File: src/rtl/chessclk_pkg.sv
// rtl/chessclk_pkg.sv - shared state encoding and arithmetic helpers for the N-player chess clock
package chessclk_pkg;

  typedef logic [1:0] state_t;

  localparam logic [1:0] STOP = 2'd0;
  localparam logic [1:0] RUN  = 2'd1;
  localparam logic [1:0] WAIT = 2'd2;
  localparam logic [1:0] FLAG = 2'd3;

  // Widths up to 32 bits; the result saturates at 2^w-1.
  function automatic logic [31:0] sat_add(input logic [31:0] a, input logic [31:0] b,
                                          input int unsigned w);
    logic [32:0] sum;
    logic [32:0] lim;
    sum = {1'b0, a} + {1'b0, b};
    lim = (33'd1 << w) - 33'd1;
    return (sum > lim) ? lim[31:0] : sum[31:0];
  endfunction

  function automatic int unsigned popcount(input logic [31:0] v);
    int unsigned n;
    n = 0;
    for (int i = 0; i < 32; i++) begin
      if (v[i]) n++;
    end
    return n;
  endfunction

  function automatic logic [31:0] onehot(input int unsigned idx);
    return 32'd1 << idx;
  endfunction

endpackage

File: src/rtl/multi_player_chess_clock_if.sv
// rtl/multi_player_chess_clock_if.sv - player-button and display bus of the chess clock
interface multi_player_chess_clock_if #(
  parameter int N_PLAYERS = 2,
  parameter int TIME_W    = 16
);

  logic                          clear;
  logic [N_PLAYERS-1:0]          press;
  logic [TIME_W-1:0]             init_time;
  logic [TIME_W-1:0]             increment;
  logic [N_PLAYERS-1:0]          active;
  logic                          clr;
  logic                          waiting;
  logic [N_PLAYERS-1:0]          flag;
  logic [N_PLAYERS*TIME_W-1:0]   time_q;

  modport master (
    output clear, press, init_time, increment,
    input  active, clr, waiting, flag, time_q
  );

  modport slave (
    input  clear, press, init_time, increment,
    output active, clr, waiting, flag, time_q
  );

endinterface

File: src/rtl/chessclk_prescaler.sv
// rtl/chessclk_prescaler.sv - divides the system clock down to one tick per time unit
module chessclk_prescaler #(
  parameter int TICK_DIV = 1000
) (
  input  logic clock,
  input  logic reset_n,
  input  logic en,
  input  logic restart,
  output logic tick
);

  localparam int CNT_W = (TICK_DIV > 1) ? $clog2(TICK_DIV) : 1;
  localparam logic [CNT_W-1:0] LAST = CNT_W'(TICK_DIV - 1);

  logic [CNT_W-1:0] cnt_q, cnt_d;

  assign tick = en && (cnt_q == LAST);

  always_comb begin
    cnt_d = cnt_q;
    if (restart) begin
      cnt_d = '0;
    end else if (en) begin
      cnt_d = (cnt_q == LAST) ? '0 : cnt_q + 1'b1;
    end
  end

  always_ff @(posedge clock or negedge reset_n) begin
    if (!reset_n) begin
      cnt_q <= '0;
    end else begin
      cnt_q <= cnt_d;
    end
  end

endmodule

File: src/rtl/multi_player_chess_clock.sv
// rtl/multi_player_chess_clock.sv - N-player game clock: turn FSM, press edge detect and time counters
module multi_player_chess_clock
  import chessclk_pkg::*;
#(
  parameter int N_PLAYERS = 2,
  parameter int TIME_W    = 16,
  parameter int TICK_DIV  = 1000
) (
  input  logic                          clock,
  input  logic                          reset_n,
  multi_player_chess_clock_if.slave     bus
);

  localparam int IDX_W = (N_PLAYERS > 2) ? $clog2(N_PLAYERS) : 1;
  localparam logic [TIME_W-1:0] T_ONE = TIME_W'(1);

  state_t               state_q, state_d;
  logic [IDX_W-1:0]     cur_q, cur_d;
  logic [N_PLAYERS-1:0] press_q, rise, cur_oh;
  logic [TIME_W-1:0]    times_q [N_PLAYERS];
  logic [TIME_W-1:0]    times_d [N_PLAYERS];
  logic [TIME_W-1:0]    run_t;
  logic                 tick, pre_en, pre_restart;
  int unsigned          rise_cnt, level_cnt;
  logic [IDX_W-1:0]     rise_idx, level_idx;

  function automatic logic [IDX_W-1:0] next_idx(input logic [IDX_W-1:0] i);
    return (i == IDX_W'(N_PLAYERS - 1)) ? '0 : i + 1'b1;
  endfunction

  assign rise   = bus.press & ~press_q;
  assign pre_en = (state_q == RUN);

  chessclk_prescaler #(.TICK_DIV(TICK_DIV)) u_prescaler (
    .clock   (clock),
    .reset_n (reset_n),
    .en      (pre_en),
    .restart (pre_restart),
    .tick    (tick)
  );

  // Index decode is only meaningful when the matching count is exactly one.
  always_comb begin
    rise_cnt  = popcount(32'(rise));
    level_cnt = popcount(32'(bus.press));
    rise_idx  = '0;
    level_idx = '0;
    for (int i = 0; i < N_PLAYERS; i++) begin
      if (rise[i])      rise_idx  = IDX_W'(i);
      if (bus.press[i]) level_idx = IDX_W'(i);
    end
  end

  always_comb begin
    state_d     = state_q;
    cur_d       = cur_q;
    times_d     = times_q;
    pre_restart = 1'b0;
    run_t       = times_q[cur_q] - TIME_W'(tick);
    if (bus.clear) begin
      state_d     = STOP;
      pre_restart = 1'b1;
      for (int i = 0; i < N_PLAYERS; i++) times_d[i] = bus.init_time;
    end else begin
      case (state_q)
        STOP: begin
          pre_restart = 1'b1;
          for (int i = 0; i < N_PLAYERS; i++) times_d[i] = bus.init_time;
          if (rise_cnt == 1) begin
            state_d = RUN;
            cur_d   = next_idx(rise_idx);
          end else if (rise_cnt > 1) begin
            state_d = WAIT;
          end
        end
        RUN: begin
          // An expiring tick wins over any press; a zero counter must not wrap.
          if (tick && (times_q[cur_q] <= T_ONE)) begin
            state_d        = FLAG;
            times_d[cur_q] = '0;
          end else if ((rise_cnt == 1) && (rise_idx == cur_q)) begin
            times_d[cur_q] = TIME_W'(sat_add(32'(run_t), 32'(bus.increment), TIME_W));
            cur_d          = next_idx(cur_q);
            pre_restart    = 1'b1;
          end else begin
            times_d[cur_q] = run_t;
            if (rise_cnt > 1) state_d = WAIT;
          end
        end
        WAIT: begin
          if (level_cnt == 1) begin
            state_d     = RUN;
            cur_d       = next_idx(level_idx);
            pre_restart = 1'b1;
          end
        end
        default: begin
        end
      endcase
    end
  end

  always_ff @(posedge clock or negedge reset_n) begin
    if (!reset_n) begin
      state_q <= STOP;
      cur_q   <= '0;
      press_q <= '0;
      for (int i = 0; i < N_PLAYERS; i++) times_q[i] <= '0;
    end else begin
      state_q <= state_d;
      cur_q   <= cur_d;
      press_q <= bus.press;
      times_q <= times_d;
    end
  end

  assign cur_oh      = N_PLAYERS'(onehot(32'(cur_q)));
  assign bus.active  = (state_q == RUN)  ? cur_oh : '0;
  assign bus.flag    = (state_q == FLAG) ? cur_oh : '0;
  assign bus.clr     = (state_q == STOP);
  assign bus.waiting = (state_q == WAIT);

  for (genvar g = 0; g < N_PLAYERS; g++) begin : g_pack
    assign bus.time_q[g*TIME_W +: TIME_W] = times_q[g];
  end

endmodule

File: src/flat_wrapper.sv
// flat-port wrapper written by rule: the top's interface ports become plain ports
module multi_player_chess_clock_flat import chessclk_pkg::*;
#(
  parameter int N_PLAYERS = 2,
  parameter int TIME_W    = 16,
  parameter int TICK_DIV  = 1000
)
  (clock, reset_n, bus_clear, bus_press, bus_init_time, bus_increment, bus_active, bus_clr, bus_waiting, bus_flag, bus_time_q);
  multi_player_chess_clock_if #(.N_PLAYERS(N_PLAYERS), .TIME_W(TIME_W)) bus_i ();
  input  logic clock;
  input  logic reset_n;
  input wire logic [$bits(bus_i.clear)-1:0] bus_clear;
  input wire logic [$bits(bus_i.press)-1:0] bus_press;
  input wire logic [$bits(bus_i.init_time)-1:0] bus_init_time;
  input wire logic [$bits(bus_i.increment)-1:0] bus_increment;
  output wire logic [$bits(bus_i.active)-1:0] bus_active;
  output wire logic [$bits(bus_i.clr)-1:0] bus_clr;
  output wire logic [$bits(bus_i.waiting)-1:0] bus_waiting;
  output wire logic [$bits(bus_i.flag)-1:0] bus_flag;
  output wire logic [$bits(bus_i.time_q)-1:0] bus_time_q;
  assign bus_i.clear = bus_clear;
  assign bus_i.press = bus_press;
  assign bus_i.init_time = bus_init_time;
  assign bus_i.increment = bus_increment;
  assign bus_active = bus_i.active;
  assign bus_clr = bus_i.clr;
  assign bus_waiting = bus_i.waiting;
  assign bus_flag = bus_i.flag;
  assign bus_time_q = bus_i.time_q;
  multi_player_chess_clock #(.N_PLAYERS(N_PLAYERS), .TIME_W(TIME_W), .TICK_DIV(TICK_DIV)) u_core (.clock(clock), .reset_n(reset_n), .bus(bus_i));
endmodule
File: config.mk
export PLATFORM = sky130hd
export DESIGN_NAME = multi_player_chess_clock_flat
export DESIGN_NICKNAME = d
export VERILOG_FILES = /design/src/rtl/chessclk_pkg.sv /design/src/rtl/multi_player_chess_clock_if.sv /design/src/rtl/chessclk_prescaler.sv /design/src/rtl/multi_player_chess_clock.sv /design/src/flat_wrapper.sv
export SDC_FILE = /design/constraint.sdc
export NUM_CORES = 1
export LEC_CHECK = 0
export ABC_AREA = 1
export CAP_MARGIN = 10
export CELL_PAD_IN_SITES_DETAIL_PLACEMENT = 0
export CELL_PAD_IN_SITES_GLOBAL_PLACEMENT = 2
export CORE_UTILIZATION = 26
export DETAILED_ROUTE_END_ITERATION = 7
export GPL_TIMING_DRIVEN = 0
export PLACE_DENSITY = 0.82
export SYNTH_ARGS = -nofsm -noshare
export SYNTH_HDL_FRONTEND = slang
export SYNTH_SLANG_ARGS = --single-unit
File: constraint.sdc
create_clock -name clock -period 3.5 [get_ports clock]
set_input_delay 0.7 -clock clock [delete_from_list [all_inputs] [get_ports clock]]
set_output_delay 0.7 -clock clock [all_outputs]
set_load 0.01 [all_outputs]
# Word level (Yosys, flattened, before mapping)
# Index checks and enable logic that the tools add are counted.
word_totals:
  wordCells: 93
  reg_bits: 47
  out_inout_bits: 38
  inputBits: 37
op_classes:
  addsub: 8
  order_cmp: 5
  n_bitwise: 6
  n_reduce_logical: 11
  eq_ne: 13
  muxes: 43
  shifts: 1
op_table:
  columns: ["op", "count"]
  rows:
  - ["32-bit two-way mux", 5]
  - ["16-bit two-way mux", 5]
  - ["32-bit bitwise mux", 2]
  - ["32-bit by 1-bit == test with 1-bit output, second input constant", 2]
  - ["32-bit one-hot mux with 2 select lines", 1]
  - ["32-bit AND", 1]
  - ["32-bit by 1-bit > comparator with 1-bit output, second input constant", 1]
  - ["32-bit inverter", 1]
  - ["10-bit two-way mux", 3]
  - ["16-bit by 16-bit adder with 17-bit output", 1]
  - ["17-bit by 16-bit > comparator with 1-bit output, second input constant", 1]
  - ["16-bit demux with 1-bit select", 1]
  - ["16-bit by 1-bit <= comparator with 1-bit output, second input constant", 1]
  - ["2-bit two-way mux", 8]
  - ["16-bit by 1-bit subtractor with 16-bit output", 1]
  - ["1-bit two-way mux", 15]
  - ["10-bit by 1-bit adder with 10-bit output, second input constant", 1]
  - ["10-bit == test, second input constant", 1]
  - ["2-bit by 1-bit inequality test with 1-bit output, second input constant", 3]
  - ["1-bit one-hot mux with 3 select lines", 2]
  - ["2-bit one-hot mux with 3 select lines", 1]
  - ["6-bit AND reduction", 1]
  - ["3-bit nonzero test", 2]
  - ["1-bit by 1-bit adder with 2-bit output, second input constant", 2]
  - ["19 further kinds", 25]

# Depth between registers and ports, before layout
# Gate-level depths: netlist of the first run.
depth:
  word_depth: 13
  ltp_mapped: 28
  mapped_depth_nobuf: 28

# Cells and area by module
# From an unflattened synthesis of the first run, not the netlist that was laid out.
unflattened:
  cells_unflattened: 795
  hier_area_um2: 4890.9
modules_own_cells:
  columns: ["module", "seq_area_each_um2", "n_inst", "area_per_inst_um2", "cells_each"]
  rows:
  - ["multi_player_chess_clock", 925.9, 1, 4271.6, 713]
  - ["chessclk_prescaler", 250.2, 1, 619.3, 82]

# Worst setup path after synthesis of the first run
# No wires, ideal clock.
synth_timing:
  path_type: "flip-flop to flip-flop"
  from: "register u_core.cur_q"
  to: "register u_core.times_q (netlist bit u_core.bus.time_q[30])"
  path_stages_with_launch: 26
  n_path_buf: 4
  required_time_ns: 3.379
  arrival_ns: 3.311
  setup_slack_ns: 0.067
  setup_ns: 0.121
  period_less_slack_ns: 3.433
  cell_sequence: "dfrtp_1 buf_6 buf_8 buf_2 mux2i_1 ha_1 ha_1 nand2_1 nor2_1 nand2_1 xor2_1 inv_1 ha_1 nand2_1 inv_1 a21oi_1 nor2_1 nor2_1 nand3_1 inv_1 buf_2 nand2_1 nand3_1 nand2_1 nand2_1 a21oi_1"
synth_via:
  elab_chain_len: 13
  word_cells_on_any_way: 25
  classes_between: "add/sub: 2; order compare: 4; eq/ne: 1; mux: 12; bitwise: 3; reduce/logical: 3"
synth_lines:
  columns: ["element", "line", "rtl"]
  rows:
  - ["start: declaration", "multi_player_chess_clock.sv:18", "logic [IDX_W-1:0] cur_q, cur_d;"]
  - ["start signal: assignment", "multi_player_chess_clock.sv:111", "cur_q <= cur_d;"]
  - ["1-bit inverter with 2-bit output (implied by the code)", null, null]
  - ["16-bit two-way mux (implied by the code) (3 in a row)", "multi_player_chess_clock.sv:59, multi_player_chess_clock.sv:78", null]
  - ["16-bit by 1-bit subtractor with 16-bit output", "multi_player_chess_clock.sv:59", "run_t = times_q[cur_q] - TIME_W'(tick);"]
  - ["16-bit by 16-bit adder with 17-bit output", "chessclk_pkg.sv:16", "sum = {1'b0, a} + {1'b0, b};"]
  - ["17-bit by 16-bit > comparator with 1-bit output", "chessclk_pkg.sv:18", "return (sum > lim) ? lim[31:0] : sum[31:0];"]
  - ["16-bit two-way mux", "chessclk_pkg.sv:18", null]
  - ["32-bit bitwise mux", "multi_player_chess_clock.sv:82", "times_d[cur_q] = TIME_W'(sat_add(32'(run_t), 32'(bus.increment), TIME_W));"]
  - ["32-bit two-way mux", "multi_player_chess_clock.sv:81", "end else if ((rise_cnt == 1) && (rise_idx == cur_q)) begin"]
  - ["32-bit two-way mux *", "multi_player_chess_clock.sv:78", "if (tick && (times_q[cur_q] <= T_ONE)) begin"]
  - ["32-bit one-hot mux with 2 select lines *", "multi_player_chess_clock.sv:65", "case (state_q)"]
  - ["32-bit two-way mux *", "multi_player_chess_clock.sv:60", "if (bus.clear) begin"]
  - ["end signal: assignment", "multi_player_chess_clock.sv:113", "times_q <= times_d;"]
  - ["end: declaration", "multi_player_chess_clock.sv:20", "logic [TIME_W-1:0] times_q [N_PLAYERS];"]
# Every way passes the cells marked *; elsewhere a longest branch is shown, timed or not. The select of a mux whose other input is x is not followed.
# A chain may end at the register's enable or synchronous reset.

# Worst setup path after layout of the first run
layout_timing:
  from: "register u_core.cur_q"
  to: "register u_core.times_q (netlist bit u_core.bus.time_q[24])"
# Same word-level chain as after synthesis.

==> results.toml, run 1 <==
[floorplanning]
fp.dieArea_um2 = 19100
num_rows = 49
start_util = 0.267
die_h_um = 138
ios = 75
coreArea_um2 = 18100
die_w_um = 138

[sta]
grt_setup_unrepaired = "true"
finClkSkew_ns = 0.0100
maxSlewHeadroom = 0.311
fmax_ghz = 0.287
holdWs_ns = 0.325
finalCritPeriodShare = 0.996
period_needed_ns = 3.48
setup_viol = 0
hold_viol = 0
slew_violations = 0
worst_slew_pin_slew_ns = 1.02

[clocking]
clock_sinks = 47
cts_buffer_depth = 2
clk_pin_slew_ns = 0.06
clock_latency_ns = 0.30
cts_tree = "done"
h-tree-depth = 2
cts_made_buffers = 5
cts_root_buf = "clkbuf_16"

[place]
port_buffers = 74
dpl.hpwl_mm = 13.7
gp_congestion = 0.897

[cells_and_area]
fillers = 1982
mostFrequentLayoutCell = "nand2_1"
drive_gt1_frac = 0.191
nets = 976
syn_to_final_growth_pct = 38.6
utilization = 0.370
final_cell_mix = "nand2_1 (269), inv_1 (101), nor2_1 (83)"
antennaDiodeCount = 0

[global_routing]
antenna_found_initial = 0
first_global_vias = 5067
grt_pass1_wl_mm = 27.1
grt_overflow = 0
grt_max_degree = 36
grt_use_total = 0.182

[detailed_routing]
vias = 5200
ant_nets = 0
post-route-drc-count = 8
viasPerCell = 4.55
drtPass1Iterations = 7
wl_per_cell_um = 15.2
drt-total-wl_mm = 17.3
dr.first_iter.drc_count = 246

[min_path]
hp-class = "input port to async pin"

[setup_path]
cp-end-kind = "flop"
worstPathArrival_ns = 3.66
worstPathRequired_ns = 3.68
rrSetupSlack_ns = 0.02
r2r-start = "u_core.cur_q"
crit_type = "flop to flop"
r2r_end = "u_core.bus.time_q[24]"
r2r_cells = 26
cp_max_fo = 10
startpoint_type = "flop"

[outcome]
status = "finished, violations left"
violations = "design-rule violations"

[yosys]
synthCells = 807
synth_area_um2 = 4830
avgSynthCellArea_um2 = 5.99
synth-seq-cells = 47
synth_warnings = 0
yosysSeqAreaShare = 0.243
syn_nets = 870
yosys.cell_types.count = 42

[power_and_ir_drop]
power_leakage_nw = 3.30
vdd_drop_max_uv = 232
power_density_nw_per_um2 = 852

[flow_run]
drv_cap = 0
-- logic make-up after synthesis --
logic type / count (synthesis) / synth area share
flops: 47 / 0.243
mux: 1 / 0.00207
fa+ha+maj: 26 / 0.0689
xor+xnor: 17 / 0.0308
simple gates: 497 / 0.439
buf+inv: 136 / 0.120
compound gates: 83 / 0.0963
-- worst max-delay path, stage by stage, from the launching register on --
cell and delay (ns):
dfrtp_1 0.39, buf_6 0.12, buf_8 0.14, buf_12 0.13, mux2i_4 0.24, ha_4 0.18, inv_2 0.04, nor2_4 0.14
inv_2 0.06, nor2_4 0.18, a21oi_2 0.08, nor2_2 0.15, inv_2 0.07, ha_4 0.24, nand2_2 0.07, nand2_2 0.06
a21oi_2 0.16, nor2_1 0.06, nor2_1 0.16, nand3_4 0.12, inv_4 0.10, buf_8 0.15, nand2_4 0.07, nand3_1 0.08
nand2_1 0.05, nand2_1 0.06, a21oi_1 0.07
-- routing by layer --
metal	vias up	global-route usage	part of all wire
met5	-	0	0
met4	0	0.0378	0.0091
met3	9	0.0197	0.031
met2	77	0.310	0.47
met1	2394	0.248	0.49
li1	2720	-	-
-- worst max-delay path by stage --
stage / from / to / slack, ns / cells past startpoint
3_3_place_gp: u_core.state_q[1] / u_core.bus.time_q[22] / -1.02 / 26
4_1_cts: u_core.u_prescaler.cnt_q[0] / u_core.bus.time_q[23] / -0.00004 / 26
2_1_floorplan: u_core.cur_q / u_core.bus.time_q[30] / 0.07 / 25
3_5_place_dp: u_core.cur_q / u_core.bus.time_q[22] / -0.99 / 25
6_report: u_core.cur_q / u_core.bus.time_q[24] / 0.02 / 26
5_1_grt: u_core.u_prescaler.cnt_q[0] / u_core.bus.time_q[5] / -0.19 / 27
-- sequential cells by signal, indices dropped and copies added, names as in the netlist --
name and count:
u_core.press_q 2, u_core.state_q 2, u_core.bus.time_q 32, u_core.u_prescaler.cnt_q 10
u_core.cur_q 1
-- what timing repair did --
item | 4_1_cts | 5_1_grt
endpoints found under the hold margin | 0 | 0
gates cloned | 1 | 0
hold buffers | 0 | 0
buffers inserted | 13 | 10
resized for setup | 59 | 68
pin swaps | 12 | 20
setup endpoints to repair | 32 | 32
-- synthesized netlist by cell type, drive strengths merged --
| cell type | n | area [µm²] |
|---|---|---|
| nand3b | 4 | 42.5 |
| o21bai | 1 | 7.51 |
| inv | 122 | 468 |
| o2111a | 1 | 11.3 |
| dfrtp | 47 | 1180 |
| and2 | 2 | 12.5 |
| fa | 1 | 20.0 |
| clkbuf | 4 | 15.0 |
| mux2i | 1 | 10.0 |
| o21ai | 38 | 194 |
| nor2 | 108 | 443 |
| nand4 | 4 | 25.0 |
| nor3 | 5 | 25.0 |
| ha | 25 | 313 |
| buf | 10 | 95.1 |
| o211ai | 3 | 22.5 |
| nand3 | 65 | 343 |
| o22ai | 7 | 43.8 |
| xor2 | 8 | 70.1 |
| nor4 | 1 | 6.26 |
| a22oi | 1 | 7.51 |
| xnor2 | 9 | 78.8 |
| nand2 | 303 | 1190 |
| or2 | 5 | 31.3 |
| a21oi | 32 | 179 |
-- area by class of cell --
| cell class | instances | area (µm²) | share of cell area |
|---|---|---|---|
| clock inverters | 2 | 13.8 | 0.00205 |
| well taps | 229 | 287 | 0.0428 |
| multi-input cells | 624 | 3540 | 0.529 |
| flip-flops and latches | 47 | 1180 | 0.176 |
| clock buffers | 5 | 125 | 0.0187 |
| repair buffers | 99 | 947 | 0.141 |
| plain buffers | 14 | 135 | 0.0202 |
| inverters | 122 | 470 | 0.0702 |
-- report_power, final --
part | switching, mW | internal, mW | leakage [nW]
Combinational | 2.56 | 1.71 | 2.66
Clock | 0.219 | 0.261 | 0.0696
Sequential | 0.232 | 0.726 | 0.576
-- per-stage QoR --
stage               total power, mW  cells    TNS [ns]  setup WS, ns  cell area [µm²]
floorplan                      3.22    807           0        0.0675             4830
global placement               4.51   1110      -27.54         -1.02             5860
detailed placement             4.49   1111      -25.88        -0.987             5880
CTS                            5.34   1132  -0.0000400    -0.0000400             6370
global route                   6.23   1142       -4.11        -0.193             6700
finish                         5.71   1142           0        0.0154             6700
Note: power is estimated with default switching activity, not from simulation.
==> run 2: changes to the inputs <==
--- a/config.mk
+++ b/config.mk
@@ -9,10 +9,10 @@
 export CAP_MARGIN = 10
 export CELL_PAD_IN_SITES_DETAIL_PLACEMENT = 0
 export CELL_PAD_IN_SITES_GLOBAL_PLACEMENT = 2
-export CORE_UTILIZATION = 26
+export CORE_UTILIZATION = 29
 export DETAILED_ROUTE_END_ITERATION = 7
 export GPL_TIMING_DRIVEN = 0
-export PLACE_DENSITY = 0.82
+export PLACE_DENSITY = 0.86
 export SYNTH_ARGS = -nofsm -noshare
 export SYNTH_HDL_FRONTEND = slang
 export SYNTH_SLANG_ARGS = --single-unit
==> constraint.sdc (replaced) <==
create_clock -name clock -period 4 [get_ports clock]
set_input_delay 0.8 -clock clock [delete_from_list [all_inputs] [get_ports clock]]
set_output_delay 0.8 -clock clock [all_outputs]
set_load 0.01 [all_outputs]
==> run 2 against run 1 <==
  * The run now ends clean
  * Non-clock buffer count decreased by 18
  * Final area is 8.0% lower
  * Clock power fell by 2%
  * Via count fell by 1.8%
  * Hold slack gained 0.13 ns
  * Flip-flop and latch count unchanged
  * Fmax down 7.3%
  * Sequential share of layout area grew 1.5 points
  * Global-route usage up 1.5 points
==> results.toml, run 2 (synthesis gave the netlist of run 1 again) <==
[sta]
hold_viol = 0
fmax_ghz = 0.266
maxSlewHeadroom = 0.329
period_needed_ns = 3.76
finClkSkew_ns = 0.00717
worst_slew_pin_slew_ns = 0.996
slew_violations = 0
grt_setup_unrepaired = "true"
tns_ns = 0
finalCritPeriodShare = 0.939
setup_viol = 0

[power_and_ir_drop]
combPwrFrac = 0.708
power_density_nw_per_um2 = 723
power.share.clock = 0.106
power_leakage_nw = 3.14
sw_frac_of_total = 0.531
internal_power_mw = 2.09
netSwitchingPower_mw = 2.37
vdd_drop_max_uv = 264
pwr-share-seq = 0.186

[cells_and_area]
design_area_um2 = 6170
nets = 958
mostFrequentLayoutCell = "nand2_1"
antennaDiodeCount = 0
drive_gt1_frac = 0.102
syn_to_final_growth_pct = 27.6
largest_reg_flops = 32
final_cell_mix = "nand2_1 (288), inv_1 (112), nor2_1 (89)"
fillers = 1792
utilization = 0.384

[clocking]
cts_buffer_depth = 2
clk_pin_slew_ns = 0.08
cts_root_buf = "clkbuf_16"
hold_buffers = 0
clock_sinks = 47
cts_made_buffers = 5
cts_tree = "done"
clock_latency_ns = 0.31
h-tree-depth = 2

[setup_path]
r2r_cells = 25
cp-end-kind = "flop"
startpoint_type = "flop"
worstPathRequired_ns = 4.19
worstPathArrival_ns = 3.95
cp_max_fo = 10
crit_type = "flop to flop"

[floorplanning]
num_rows = 46
fp.dieArea_um2 = 17200
die_w_um = 131
coreArea_um2 = 16100
die_h_um = 131
start_util = 0.301
ios = 75

[global_routing]
grt_overflow = 0
antenna_found_initial = 0
grt_use_total = 0.197
first_global_vias = 4948
grt_max_degree = 29
grt_pass1_wl_mm = 26.7

[detailed_routing]
ant_nets = 0
post-route-drc-count = 0
drt-total-wl_mm = 16.6
wl_per_cell_um = 14.9
drtPass1Iterations = 5
dr.first_iter.drc_count = 296
viasPerCell = 4.59
vias = 5109

[outcome]
status = "finished, final reports clean"

[place]
place_area_um2 = 5860
port_buffers = 74
dpl.hpwl_mm = 13.5
gp_congestion = 0.875

[flow_run]
drv_cap = 0

[min_path]
hp-class = "input port to async pin"
run 2: power groups by stage:
stage	Combinational, mW	Sequential, mW	Clock [mW]
floorplan	1.97	0.854	0
global placement	3.05	0.844	0
detailed placement	3.06	0.842	0
CTS	3.09	0.835	0.485
global route	3.57	0.865	0.499
finish	3.16	0.831	0.473
run 2: per-layer routing:
layer | track usage | wire length, µm
met5 | 0 | 0
met4 | 0.0412 | 174
met3 | 0.0305 | 619
met2 | 0.336 | 7970
met1 | 0.261 | 7830
run 2: final cells by class:
type	instances	area, µm²	area share
multi-input combinational	624	3180	0.515
sequential	47	1180	0.191
timing repair buffer	82	808	0.131
inverter	122	468	0.0759
tap	216	270	0.0438
clock buffer	5	125	0.0203
buffer	13	111	0.0181
clock inverter	3	28.8	0.00467
run 2: worst paths after layout:
path                                        startpoint  slack [ns]                     endpoint
max                                  u_core.state_q[1]        0.24        u_core.bus.time_q[23]
min                                            reset_n        0.46            u_core.press_q[1]
max reg2reg                          u_core.state_q[1]        0.24        u_core.bus.time_q[23]
min reg2reg                u_core.u_prescaler.cnt_q[1]        0.54  u_core.u_prescaler.cnt_q[1]
max in group asynchronous                      reset_n        3.00        u_core.bus.time_q[10]
min in group clock         u_core.u_prescaler.cnt_q[1]        0.54  u_core.u_prescaler.cnt_q[1]
run 2: critical path, cell delays in order, from the launching register on:
cell	delay [ns]
dfrtp_2	0.46
inv_1	0.11
ha_1	0.23
inv_2	0.10
nor2_2	0.16
ha_1	0.20
ha_2	0.20
nand2_2	0.11
nor2_2	0.15
nand2_1	0.09
xor2_2	0.17
inv_1	0.11
ha_4	0.24
nand2_1	0.11
inv_1	0.07
a21oi_2	0.16
nor2_1	0.06
nor2_1	0.11
nand3_2	0.09
inv_1	0.12
buf_6	0.16
nand2_1	0.13
nand3_1	0.11
nand2_1	0.05
nand2_1	0.05
a21oi_1	0.06
run 2: what timing repair did:
action / 4_1_cts / 5_1_grt
pin swaps: 2 / 3
resized for setup: 7 / 24
buffers inserted: 3 / 4
hold endpoints to repair: 0 / 0
setup endpoints to repair: 32 / 32
run 2: metrics by stage:
step | setup WS [ns] | total power [mW] | hold WS (ns) | std cells
finish | 0.242 | 4.46 | 0.457 | 1112
detailed placement | -0.501 | 3.90 | 0.530 | 1098
CTS | 0.00486 | 4.41 | 0.467 | 1108
floorplan | 0.567 | 2.82 | 0.491 | 807
global placement | -0.536 | 3.90 | 0.515 | 1097
global route | -0.0609 | 4.93 | 0.487 | 1112
